--- src/rtl/sdram_arb_pkg.sv ---
// Shared types and constants for the SDRAM port arbiter.
package sdram_arb_pkg;
  typedef enum logic [1:0] {IDLE, A_LO, A_HI, B_XFER} state_e;
  typedef enum logic {GNT_A, GNT_B} grant_e;
  localparam logic [1:0] DS_BOTH     = 2'b11;
  localparam int         TIMEOUT_DEF = 4095;
endpackage

--- src/rtl/sdram_arb_watchdog.sv ---
// Stall counter for an outstanding downstream transfer, with a sticky timeout flag.
module sdram_arb_watchdog import sdram_arb_pkg::*; #(
  parameter int TIMEOUT = TIMEOUT_DEF
) (
  input  logic clk,
  input  logic reset,
  input  logic busy,
  output logic fire,
  output logic timeout
);
  localparam int CW = $clog2(TIMEOUT + 1);

  logic [CW-1:0] cnt;

  // fire lands on the TIMEOUT-th consecutive busy cycle
  assign fire = busy && (cnt == CW'(TIMEOUT - 1));

  always_ff @(posedge clk) begin
    if (reset) begin
      cnt     <= '0;
      timeout <= 1'b0;
    end else begin
      if (!busy || fire) cnt <= '0;
      else               cnt <= cnt + 1'b1;
      if (fire) timeout <= 1'b1;
    end
  end
endmodule

--- src/rtl/sdram_port_arbiter.sv ---
// Round-robin share of one 16-bit toggle SDRAM port between a 32-bit bus (A) and a
// 16-bit toggle requester (B). Optional stall watchdog: SDRAM_ARB_WATCHDOG_EN.
module sdram_port_arbiter import sdram_arb_pkg::*; #(
  parameter int MEM_AW  = 22,
  parameter int TIMEOUT = TIMEOUT_DEF
) (
  input  logic              clk,
  input  logic              reset,
  input  logic              rv_valid,
  input  logic [22:0]       rv_addr,
  input  logic [31:0]       rv_wdata,
  input  logic [3:0]        rv_wstrb,
  output logic [31:0]       rv_rdata,
  output logic              rv_ready,
  input  logic              b_req,
  output logic              b_ack,
  input  logic [MEM_AW-1:0] b_addr,
  input  logic              b_we,
  input  logic [1:0]        b_ds,
  input  logic [15:0]       b_din,
  output logic [15:0]       b_dout,
  output logic              mem_req,
  input  logic              mem_ack,
  output logic [MEM_AW-1:0] mem_addr,
  output logic              mem_we,
  output logic [1:0]        mem_ds,
  output logic [15:0]       mem_din,
  input  logic [15:0]       mem_dout,
  output logic              o_timeout
);
  state_e      state;
  grant_e      last_grant;
  logic        rv_valid_r, a_pend, hi_go;
  logic [20:0] a_addr;
  logic [31:0] a_wdata;
  logic [3:0]  a_wstrb;

  logic a_edge, a_req, b_pend, grant_a, grant_b, a_we, rv_we;
  logic busy, done, fire, xfer_end;
  logic [15:0] xdata;
  logic unused_bits;

  assign unused_bits = ^rv_addr[1:0];
  assign a_edge  = rv_valid & ~rv_valid_r;
  assign a_req   = a_pend | a_edge;
  assign b_pend  = b_req ^ b_ack;
  assign grant_a = a_req  & (~b_pend | (last_grant == GNT_B));
  assign grant_b = b_pend & (~a_req  | (last_grant == GNT_A));
  assign a_we    = |a_wstrb;
  assign rv_we   = |rv_wstrb;

  // hi_go marks the one idle cycle between A_LO completion and the A_HI toggle
  assign busy     = (state != IDLE) && !hi_go && (mem_req != mem_ack);
  assign done     = (state != IDLE) && !hi_go && (mem_req == mem_ack);
  assign xfer_end = done | fire;
  assign xdata    = fire ? 16'h0000 : mem_dout;

`ifdef SDRAM_ARB_WATCHDOG_EN
  sdram_arb_watchdog #(.TIMEOUT(TIMEOUT)) u_wdog (
    .clk(clk), .reset(reset), .busy(busy), .fire(fire), .timeout(o_timeout)
  );
`else
  logic unused_wdog;
  assign unused_wdog = busy ^ (TIMEOUT != 0);
  assign fire        = 1'b0;
  assign o_timeout   = 1'b0;
`endif

  always_ff @(posedge clk) begin
    if (reset) begin
      state      <= IDLE;
      last_grant <= GNT_B;
      a_pend     <= 1'b0;
      rv_valid_r <= 1'b0;
      hi_go      <= 1'b0;
      a_addr     <= '0;
      a_wdata    <= '0;
      a_wstrb    <= '0;
      rv_ready   <= 1'b0;
      rv_rdata   <= '0;
      b_ack      <= 1'b0;
      b_dout     <= '0;
      mem_req    <= 1'b0;
      mem_addr   <= '0;
      mem_we     <= 1'b0;
      mem_ds     <= '0;
      mem_din    <= '0;
    end else begin
      rv_valid_r <= rv_valid;
      rv_ready   <= 1'b0;
      a_pend     <= a_pend | a_edge;
      if (fire) mem_req <= mem_ack;
      unique case (state)
        IDLE: begin
          if (grant_a) begin
            a_pend     <= 1'b0;
            last_grant <= GNT_A;
            a_addr     <= rv_addr[22:2];
            a_wdata    <= rv_wdata;
            a_wstrb    <= rv_wstrb;
            mem_we     <= rv_we;
            mem_req    <= ~mem_req;
            if (rv_we && rv_wstrb[1:0] == 2'b00) begin
              state    <= A_HI;
              mem_addr <= MEM_AW'({rv_addr[22:2], 1'b1});
              mem_ds   <= rv_wstrb[3:2];
              mem_din  <= rv_wdata[31:16];
            end else begin
              state    <= A_LO;
              mem_addr <= MEM_AW'({rv_addr[22:2], 1'b0});
              mem_ds   <= rv_we ? rv_wstrb[1:0] : DS_BOTH;
              mem_din  <= rv_wdata[15:0];
            end
          end else if (grant_b) begin
            last_grant <= GNT_B;
            state      <= B_XFER;
            mem_addr   <= b_addr;
            mem_we     <= b_we;
            mem_ds     <= b_ds;
            mem_din    <= b_din;
            mem_req    <= ~mem_req;
          end
        end
        A_LO: begin
          if (xfer_end) begin
            if (!a_we) rv_rdata[15:0] <= xdata;
            if (a_we && a_wstrb[3:2] == 2'b00) begin
              rv_ready <= 1'b1;
              state    <= IDLE;
            end else begin
              state    <= A_HI;
              hi_go    <= 1'b1;
              mem_addr <= MEM_AW'({a_addr, 1'b1});
              mem_ds   <= a_we ? a_wstrb[3:2] : DS_BOTH;
              mem_din  <= a_wdata[31:16];
            end
          end
        end
        A_HI: begin
          if (hi_go) begin
            hi_go   <= 1'b0;
            mem_req <= ~mem_req;
          end else if (xfer_end) begin
            if (!a_we) rv_rdata[31:16] <= xdata;
            rv_ready <= 1'b1;
            state    <= IDLE;
          end
        end
        B_XFER: begin
          if (xfer_end) begin
            b_dout <= xdata;
            b_ack  <= b_req;
            state  <= IDLE;
          end
        end
        default: state <= IDLE;
      endcase
    end
  end
endmodule
--- config.mk ---
export PLATFORM = sky130hd
export DESIGN_NAME = sdram_port_arbiter
export DESIGN_NICKNAME = d
export VERILOG_FILES = /design/src/rtl/sdram_arb_pkg.sv /design/src/rtl/sdram_arb_watchdog.sv /design/src/rtl/sdram_port_arbiter.sv
export SDC_FILE = /design/constraint.sdc
export NUM_CORES = 1
export LEC_CHECK = 0
export CAP_MARGIN = 20
export CELL_PAD_IN_SITES_DETAIL_PLACEMENT = 1
export CELL_PAD_IN_SITES_GLOBAL_PLACEMENT = 1
export CORE_AREA = 3 3 142 144
export CTS_CLUSTER_DIAMETER = 40
export DETAILED_ROUTE_END_ITERATION = 10
export DIE_AREA = 0 0 145 147
export GPL_TIMING_DRIVEN = 1
export MAX_ROUTING_LAYER = met4
export PLACE_DENSITY_LB_ADDON = 0.1
export SLEW_MARGIN = 25
export SYNTH_ARGS = -nofsm -noshare
export SYNTH_HDL_FRONTEND = slang
export SYNTH_SLANG_ARGS = --single-unit
export TNS_END_PERCENT = 1
--- constraint.sdc ---
create_clock -name clk -period 2.6 [get_ports clk]
set_input_delay 0.78 -clock clk [delete_from_list [all_inputs] [get_ports clk]]
set_output_delay 0.78 -clock clk [all_outputs]
set_load 0.01 [all_outputs]
* After elaboration in Yosys (flattened, before gate mapping)
Cells that the tools add are included.
** Storage, ports and cells
- Word-level logic and storage cells :: 111
- Register bits :: 155
- Output and inout port bits :: 93
** Cells by class
- Muxes and demuxes :: 46
- Bitwise gates (word level) :: 14
- Eq/ne operators :: 9
- Reduce and logical (&&, ||, !) cells :: 24
** Operators with widths (number)
- 22-bit 2-to-1 mux :: 4
- 16-bit 2-to-1 mux :: 5
- 22-bit case mux with 2 select lines :: 1
- 16-bit case mux with 2 select lines :: 1
- 2-bit 2-to-1 mux :: 14
- 1-bit 2-to-1 mux :: 16
- 3-bit AND reduction :: 4
- 2-bit nonzero test :: 5
- 2-bit != test, second input constant :: 4
- 2-bit case mux with 4 select lines :: 1
- 4-bit AND reduction :: 2
- 4-bit OR reduction :: 2
- 1-bit NOT :: 7
- 2-bit logical NOT :: 3
- 1-bit case mux with 2 select lines :: 3
- 2-bit AND reduction :: 3
- 2-bit == test, second input constant :: 2
- 1-bit logical AND :: 4
- 2-bit case mux with 2 select lines :: 1
- 1-bit AND :: 3
- 3-bit != test, second input constant :: 1
- 1-bit bitwise OR :: 3
- 2-bit by 1-bit == test with 1-bit output, second input constant :: 1
- 1-bit == test :: 1
- other kinds (2) :: 2

* Logic depth before layout (Yosys ltp)
Gate-level depths: netlist of run 1.
- Depth after elaboration :: 9
- Depth in mapped cells :: 10

* Worst setup path before layout of run 1
OpenSTA, ideal clock, no wires.
- Path type :: input-to-reg
- Start point :: in mem_ack
- End point :: reg mem_addr[14]
- Setup time :: 0.070 ns
- Required time :: 2.530 ns
- Arrival :: 2.275 ns
- Path slack :: 0.255 ns
- Stages :: 6
- Cells stage by stage :: xor2_1 -> or3_4 -> o22a_4 -> buf_6 -> or4_1 -> a21oi_1
** On the way
- Longest elaborated chain between the ends :: 4
** Ends and longest elaborated chain
- from (decl) :: RTL line sdram_port_arbiter.sv:23 : input logic mem_ack,
- 1-bit == test :: RTL line sdram_port_arbiter.sv:54 : assign done = (state != IDLE) && !hi_go && (mem_req == mem_ack);
- 1-bit logical AND :: RTL line sdram_port_arbiter.sv:54
- 2-bit != test (no line)
- 4-bit AND reduction (no line)
- to (signal assigned) :: RTL line sdram_port_arbiter.sv:105 : mem_addr <= MEM_AW'({rv_addr[22:2], 1'b1});
- to (signal assigned) :: RTL line sdram_port_arbiter.sv:110 : mem_addr <= MEM_AW'({rv_addr[22:2], 1'b0});
- to (signal assigned) :: RTL line sdram_port_arbiter.sv:117 : mem_addr <= b_addr;
- to (decl) :: RTL line sdram_port_arbiter.sv:24 : output logic [MEM_AW-1:0] mem_addr,
No other way between the ends.
A chain may end at the register's enable or synchronous reset.

* Worst setup path after layout of run 1
- Start point :: in mem_ack
- End point :: reg mem_addr[9]
The elaborated chain is that of the path after synthesis.

==> flow_summary.yaml, run 1 <==
yosys:
  synth_compound_area_share_pct: 16.9
  synth-seq-area-share_pct: 46.1
  ys_ff_latch: 139
  synth_warnings: 0
  synth_top_family_by_area: "simple AND/OR/NAND/NOR gates"
  synth_edf_count: 0
  synth_ff_type: "dfxtp_1"
  postSynthCellCount: 760
  yosys.area_share.simple_pct: 25.0
  synth-adder-area-share_pct: 0.829
  synth.area.mux_share_pct: 5.63
  synthArstFlopShare_pct: 0
  syn_area_per_cell_um2: 7.95
  synthDistinctLibCells: 43
  yosys.area_share.xor_xnor_pct: 0.580
  syn-cell-area_mm2: 0.00604
  syn_nets: 885
floorplan:
  die_area_mm2: 0.0213
  core_region_area_mm2: 0.0188
  die_w_um: 145
  num_rows: 50
  die_y_um: 147
  num_io_pins: 214
  start_util_pct: 32.1
grt:
  grt_pass1_wl_um: 34500
  grt_max_degree: 73
  grt_usage_pct: 20.4
  grt_pass1_vias: 6696
  grt-ovfl-total: 0
  grt_antenna_before_repair: 0
place:
  place_area_mm2: 0.00869
  place_congestion: 0.789
  portBuffers: 210
  dp_hpwl_um: 15200
clock_tree:
  cts_tree: "built"
  root_buffer: "clkbuf_16"
  cts_buffers: 17
  h-tree-depth: 4
  clock_sinks: 139
  clock_latency_ns: 0.42
  clk_pin_slew_ns: 0.06
  postCtsHoldBufs: 0
  clockBufferDepth: 2
drt:
  vias: 6192
  firstDrtPassIters: 4
  wl_per_cell_um: 17.3
  post_drt_via_cell_ratio: 5.00
  drcViolationCount: 0
  routed_wl_um: 21500
  drtIter0Drc: 162
  postRouteAntennaNets: 0
pwr:
  power_density_mw_per_mm2: 993
  power_mw: 9.23
  leakage_nw: 3.54
  peakVddDrop_mv: 0.470
finish:
  layout_common_cells: "209 x clkdlybuf4s50_1, 172 x nand2_1, 139 x dfxtp_1"
  drive_gt1_share_pct: 8.48
  nNetsFinal: 1094
  final_common_cell: "clkdlybuf4s50_1"
  diodes: 0
  stdcell_area_mm2: 0.00930
  nFillCells: 2223
  area_delta_synth_final_pct: 53.9
  regArea_mm2: 0.00278
  multiInputGateArea_mm2: 0.00302
timing:
  setup_violations: 0
  finalCritPeriodShare_pct: 97.0
  rsz0062_at_grt: "false"
  worst_pin_slew_ns: 0.751
  slew_violations: 0
  layout_min_cycle_time_ns: 2.52
  whs_ns: 0.454
  skew_ns: 0.00891
  fmax_mhz: 397
  final_hold_viol_count: 0
  relSlewSlack_pct: 49.4
  setup_tns_ns: 0
worst_hold_path:
  worstHoldPathCells: 2
  worstHoldPathType: "flip-flop to flip-flop"
critical_path:
  startpoint_type: "input port"
  path_class: "input port to flip-flop"
  cp.required_ns: 2.95
  endpoint_kind: "flip-flop"
  worst_ep_arrival_time_ns: 2.87
  reg2regPathDepth: 6
  path_max_fanout: 19
status:
  status: "completed"
flow_run:
  maxCapViolCount: 0
[layer usage]
metal / up-vias / wire length [um] / track usage (%)
met5: - / 0 / -
met2: 143 / 10800 / 35.5
li1: 3015 / - / -
met4: 0 / 278 / 5.99
met1: 3012 / 9170 / 22.8
met3: 22 / 1180 / 5.95
[cell families (layout without fill, tap and decap cells)]
kind of cell               count (synthesis)  after routing
muxes                                     34             34
DFF                                      139            139
buffers and inverters                     71            289
other                                      1              1
xor gates and xnor gates                   4              4
and+or+nand+nor                          338            338
AOI/OAI and AO/OA                        169            170
adders and majority gates                  4              4
[metrics by stage]
step / util [%] / setup slack (ns) / cells
floorplan: - / 0.255 / 760
finish: 49.4 / 0.0781 / 1239
global placement: 46.2 / -0.267 / 1209
global route: 49.4 / 0.0291 / 1239
CTS: 49.2 / 0.0647 / 1238
detailed placement: 46.2 / -0.381 / 1209
[worst max-delay path, cell delays in order]
cell             delay [ns]
clkdlybuf4s50_1        0.43
xor2_1                 0.17
or3_4                  0.38
o22a_2                 0.40
or4_1                  0.57
a21oi_1                0.14
[where the power goes]
group          leakage, nW  internal [mW]  switching [mW]
registers             1.13           2.61           0.268
clock network        0.281           1.54           0.898
logic                 2.12           1.88            2.05
[layout make-up]
| type | count | share of cell area (%) |
|---|---|---|
| Timing Repair Buffer | 253 | 27.5 |
| Tap cell | 260 | 3.50 |
| Inverter | 7 | 0.283 |
| Clock inverter | 8 | 1.29 |
| Sequential cell | 139 | 29.9 |
| Multi-Input combinational cell | 551 | 32.5 |
| Clock buffer | 21 | 4.95 |
[registers in the layout, summed over array words and instances, names as in the netlist, 2 cells and up]
| register | count |
|---|---|
| a_addr | 21 |
| a_wdata | 16 |
| a_wstrb | 4 |
| b_dout | 16 |
| mem_addr | 22 |
| mem_din | 16 |
| mem_ds | 2 |
| rv_rdata | 32 |
| state | 2 |
[synth_stat cells (2+ instances only)]
| cell type | instances | area (um^2) |
|---|---|---|
| nand2_1 | 173 | 649 |
| dfxtp_1 | 139 | 2780 |
| a21oi_1 | 117 | 586 |
| nor2_1 | 59 | 221 |
| nor3_1 | 51 | 255 |
| clkbuf_1 | 49 | 184 |
| mux2i_1 | 34 | 340 |
| nor2b_1 | 22 | 138 |
| or4_1 | 21 | 158 |
| a211oi_1 | 18 | 135 |
| a211o_1 | 16 | 140 |
| buf_2 | 10 | 50.1 |
| inv_1 | 7 | 26.3 |
| ha_1 | 4 | 50.1 |
| o21ai_0 | 4 | 20.0 |
| and2_1 | 2 | 12.5 |
| buf_1 | 2 | 7.51 |
| buf_6 | 2 | 22.5 |
| nor4b_1 | 2 | 17.5 |
| o311a_1 | 2 | 20.0 |
| or3_1 | 2 | 12.5 |
| xnor2_1 | 2 | 17.5 |
| xor2_1 | 2 | 17.5 |
[what timing repair did]
action | 4_1_cts | 5_1_grt
endpoints found under the hold margin | 0 | 0
buffers inserted | 0 | 0
setup endpoints to repair | 0 | 1
resized for setup | 0 | 2
[path summary, 6_finish.rpt]
kind          startpoint     endpoint  slack [ns]
max              mem_ack  mem_addr[9]        0.08
min          rv_rdata[0]  rv_rdata[0]        0.45
max reg2reg     state[0]  mem_addr[9]        0.24
min reg2reg  rv_rdata[0]  rv_rdata[0]        0.45
Power figures use the tool's default switching activity.
==> run 2, diff against run 1 <==
==> constraint.sdc (replaced) <==
create_clock -name clk -period 2.35 [get_ports clk]
set_input_delay 0.705 -clock clk [delete_from_list [all_inputs] [get_ports clk]]
set_output_delay 0.705 -clock clk [all_outputs]
set_load 0.01 [all_outputs]
==> run 2 against run 1 <==
Sequential share of layout area down 0.89 points. Count of clock-buffer cells in the layout fell by 3. Total power rose by 19%. Sequential cell count unchanged. Final cell count rose by 1.2%.
==> flow_summary.yaml, run 2 (synthesized netlist as in run 1, its figures left out) <==
status:
  status: "completed"
clock_tree:
  postCtsHoldBufs: 0
  cts_tree: "built"
  clk_pin_slew_ns: 0.06
  clockBufferDepth: 2
  h-tree-depth: 4
  root_buffer: "clkbuf_16"
  cts_buffers: 17
  clock_latency_ns: 0.43
  clock_sinks: 139
timing:
  relSlewSlack_pct: 51.7
  final_hold_viol_count: 0
  layout_min_cycle_time_ns: 2.35
  worst_pin_slew_ns: 0.717
  setup_tns_ns: 0
  finalCritPeriodShare_pct: 99.9
  setup_violations: 0
  whs_ns: 0.456
  rsz0062_at_grt: "true"
  fin_ws_ns: 0.00252
  skew_ns: 0.0138
  fmax_mhz: 426
  slew_violations: 0
grt:
  grt_pass1_wl_um: 35800
  grt_max_degree: 72
  grt-ovfl-total: 0
  grt_pass1_vias: 6859
  grt_usage_pct: 21.2
  grt_antenna_before_repair: 1
critical_path:
  r2r-start: "state[1]"
  endpoint_kind: "flip-flop"
  cp.required_ns: 2.69
  reg2regPathDepth: 6
  startpoint_type: "input port"
  r2r_end: "mem_addr[9]"
  regToRegSetupSlack_ns: 0.14
  path_max_fanout: 5
  worst_ep_arrival_time_ns: 2.69
  path_class: "input port to flip-flop"
flow_run:
  maxCapViolCount: 0
finish:
  drive_gt1_share_pct: 10.7
  top_register: "rv_rdata"
  largest_register_ffs: 32
  layout_common_cells: "209 x clkdlybuf4s50_1, 172 x nand2_1, 139 x dfxtp_1"
  utilization_pct: 50.9
  nNetsFinal: 1105
  area_delta_synth_final_pct: 58.6
  final_common_cell: "clkdlybuf4s50_1"
  top_regs: "rv_rdata x32, mem_addr x22, a_addr x21"
drt:
  post_drt_via_cell_ratio: 5.00
  postRouteAntennaNets: 0
  drcViolationCount: 0
  routed_wl_um: 22200
  drtIter0Drc: 177
  wl_per_cell_um: 17.7
  firstDrtPassIters: 4
  vias: 6275
worst_hold_path:
  hold_end: "a_addr[0]"
  worstHoldPathCells: 2
  worstHoldPathType: "flip-flop to flip-flop"
  hold_path.startpoint: "a_addr[0]"
floorplan:
  num_rows: 50
  start_util_pct: 32.1
  core_region_area_mm2: 0.0188
  num_io_pins: 214
  die_y_um: 147
  die_area_mm2: 0.0213
  die_w_um: 145
pwr:
  p_clk_share_pct: 27.9
  p_sw_mw: 3.86
  power_density_mw_per_mm2: 1140
  power_mw: 11.0
  leakage_nw: 3.66
  intPower_mw: 7.11
  pwr-share-seq_pct: 29.0
  p_sw_share_pct: 35.2
  pwr-share-comb_pct: 43.1
  peakVddDrop_mv: 0.539
place:
  dp_hpwl_um: 15400
  dp_slack_ns: -0.532
  portBuffers: 210
  place_congestion: 0.810
run 2: changes by cell type in the layout (fill, tap and decap cells not counted), moves of 3 or more:
| cell | before | now |
|---|---|---|
| clkinv_4 | 0 | 4 |
| buf_4 | 33 | 36 |
| buf_12 | 11 | 14 |
| buf_6 | 0 | 3 |
| clkinv_2 | 3 | 0 |
| a21oi_2 | 0 | 3 |
| a21oi_1 | 117 | 114 |
run 2: area by class of cell:
cell class	count	area [um^2]
Timing Repair Buffer	262	2680
Sequential cell	139	2780
Inverter	7	26.3
Tap cell	260	325
Fill cell	2159	9250
Multi-Input combinational cell	553	3100
Clock buffer	18	439
Clock inverter	14	233
Antenna cell	1	2.50
run 2: worst max-delay path by stage:
stage / from / to / slack [ns]
detailed placement: mem_ack / mem_addr[9] / -0.53
floorplan: mem_ack / mem_addr[14] / 0.08
finish: mem_ack / mem_addr[9] / 0.003
global route: rv_valid / mem_din[1] / -0.04
global placement: mem_ack / mem_addr[13] / -0.44
CTS: mem_ack / mem_addr[19] / -0.01
run 2: stage by stage:
step	cell area (um^2)	instances
global route	9580	1254
global placement	8770	1214
detailed placement	8770	1214
CTS	9510	1252
floorplan	6040	760
finish	9580	1254
run 2: metal layers:
| metal | vias up | track usage [%] | share of wire (%) |
|---|---|---|---|
| met1 | 3035 | 23.8 | 43 |
| met2 | 162 | 36.9 | 50 |
| met4 | 0 | 6.13 | 1.6 |
| met3 | 26 | 6.11 | 5.5 |
| li1 | 3052 | - | - |
| met5 | - | - | 0 |
run 2: worst max-delay path, cell delays in order:
cell and delay (ns):
clkdlybuf4s50_1 0.43, xor2_1 0.17, or3_4 0.39, o22a_4 0.29, or4_1 0.54, a21oi_1 0.16
run 2: power by group through the flow:
stage | Combinational, mW | Sequential, mW | Clock, mW
after detailed placement | 4.40 | 3.23 | 0
after CTS | 4.65 | 3.18 | 3.11
final | 4.73 | 3.18 | 3.05
after global placement | 4.24 | 3.20 | 0
after global routing | 5.16 | 3.24 | 3.22
after floorplan | 2.20 | 3.34 | 0
run 2: timing repair:
item,4_1_cts,5_1_grt
gates resized for setup,3,12
cloned,2,1
pin swaps,2,1
endpoints found under the setup margin,22,35
buffers inserted,4,0
==> run 3, diff against run 2 <==
--- a/config.mk
+++ b/config.mk
@@ -19,4 +19,4 @@
 export SYNTH_ARGS = -nofsm -noshare
 export SYNTH_HDL_FRONTEND = slang
 export SYNTH_SLANG_ARGS = --single-unit
-export TNS_END_PERCENT = 1
+export TNS_END_PERCENT = 30
==> run 3 against run 2 <==
Clock power is essentially flat. Count of clock-buffer cells in the layout is the same. Clock skew shrank 0.0014 ns. Sequential cell count is the same. Register-to-register slack lost 0.06 ns. Hold slack is essentially flat. First-iteration DRC count grew 6.2%. Die area is the same. Total power grew 0.39%. Combinational power grew 1%. Sequential power is essentially flat.
==> flow_summary.yaml, run 3 (synthesized netlist as in run 1, its figures left out) <==
floorplan:
  start_util_pct: 32.1
  core_region_area_mm2: 0.0188
  die_area_mm2: 0.0213
  die_y_um: 147
  num_rows: 50
  die_w_um: 145
  num_io_pins: 214
worst_hold_path:
  hold_end: "a_addr[0]"
  hold_path.startpoint: "a_addr[0]"
  worstHoldPathCells: 2
  worstHoldPathType: "flip-flop to flip-flop"
critical_path:
  crit_path_max_incr_delay_ns: 0.51
  worstPathCellList: "clkdlybuf4s50_1 -> and2b_2 -> buf_4 -> o22ai_2 -> buf_12 -> nor3_1 -> or4_1 -> a21oi_2"
  path_max_fanout: 12
  critPathTopFamily: "simple AND/OR/NAND/NOR gates"
  path_class: "input port to flip-flop"
  startpoint_type: "input port"
  cp.required_ns: 2.70
  reg2regPathDepth: 7
  worst_ep_arrival_time_ns: 2.63
  slowest_stage: "or4_1"
  regToRegSetupSlack_ns: 0.08
  endpoint_kind: "flip-flop"
  r2r-start: "state[1]"
  r2r_end: "mem_addr[15]"
  cp_num_buf_inv: 3
finish:
  largest_register_ffs: 32
  area_delta_synth_final_pct: 59.1
  nNetsFinal: 1107
  layout_common_cells: "207 x clkdlybuf4s50_1, 172 x nand2_1, 139 x dfxtp_1"
  drive_gt1_share_pct: 11.0
  final_common_cell: "clkdlybuf4s50_1"
  top_regs: "rv_rdata x32, mem_addr x22, a_addr x21"
  utilization_pct: 51.0
  top_register: "rv_rdata"
grt:
  grt_antenna_before_repair: 2
  grt_max_degree: 72
  grt_pass1_wl_um: 35900
  grt_pass1_vias: 6860
  grt_usage_pct: 21.2
  grt-ovfl-total: 0
clock_tree:
  clock_latency_ns: 0.42
  cts_tree: "built"
  h-tree-depth: 4
  postCtsHoldBufs: 0
  cts_buffers: 17
  root_buffer: "clkbuf_16"
  clk_pin_slew_ns: 0.06
  clock_sinks: 139
  clockBufferDepth: 2
timing:
  rsz0062_at_grt: "true"
  finalCritPeriodShare_pct: 97.1
  relSlewSlack_pct: 51.7
  skew_ns: 0.0123
  layout_min_cycle_time_ns: 2.28
  whs_ns: 0.456
  fmax_mhz: 438
  setup_violations: 0
  final_hold_viol_count: 0
  slew_violations: 0
  worst_pin_slew_ns: 0.717
pwr:
  leakage_nw: 3.68
  peakVddDrop_mv: 0.541
  power_mw: 11.0
  power_density_mw_per_mm2: 1150
drt:
  routed_wl_um: 22300
  drtIter0Drc: 188
  vias: 6292
  post_drt_via_cell_ratio: 5.01
  postRouteAntennaNets: 0
  firstDrtPassIters: 4
  wl_per_cell_um: 17.7
  drcViolationCount: 0
place:
  place_congestion: 0.810
  dp_hpwl_um: 15400
  portBuffers: 210
flow_run:
  maxCapViolCount: 0
status:
  status: "completed"
-- run 3: layer usage --
layer,global-route usage [%],vias to the layer above,share of wire (%)
met2,36.9,160,50
met3,6.26,25,5.4
met1,23.8,3047,43
met4,6.27,0,1.5
li1,-,3060,-
met5,-,-,0
-- run 3: tightest hold or removal path: stages, from the launching register on --
cell and delay, ns:
dfxtp_1 0.31, nand2_1 0.05, a21oi_1 0.05
-- run 3: worst max path at each step --
stage              from           end  slack (ns)  cells past startpoint
2_1_floorplan   mem_ack  mem_addr[14]        0.08                      6
3_3_place_gp    mem_ack  mem_addr[13]       -0.44                      6
3_5_place_dp    mem_ack   mem_addr[9]       -0.53                      6
4_1_cts         mem_ack   mem_addr[9]       0.005                      6
5_1_grt        rv_valid   mem_din[14]       -0.01                      8
6_report       rv_valid   mem_addr[9]        0.07                      8
-- run 3: what timing repair did --
action                     4_1_cts  5_1_grt
pin swaps                        2        2
resized for setup                5       13
setup buffers                    4        2
cloned                           2        1
setup endpoints to repair       22       37
-- run 3: layout make-up --
class	instances	area [um^2]
fillers	2162	9220
multi-input cells	553	3100
flip-flops and latches	139	2780
repair buffers	264	2700
clock buffers	18	439
well taps	260	325
clock inverters	14	233
inverters	7	26.3
diodes	2	5.00
-- run 3: metrics by stage --
stage / setup TNS [ns] / instances / setup slack (ns) / area (um^2)
6_report: 0 / 1257 / 0.0687 / 9610
5_1_grt: -0.0291 / 1257 / -0.0135 / 9610
4_1_cts: 0 / 1252 / 0.00467 / 9520
3_5_place_dp: -27.50 / 1214 / -0.532 / 8770
3_3_place_gp: -22.25 / 1214 / -0.436 / 8770
2_1_floorplan: 0 / 760 / 0.0800 / 6040
-- run 3: power breakdown --
group,internal (mW),switching (mW)
Clock,1.94,1.11
Combinational,2.32,2.46
Sequential,2.88,0.299
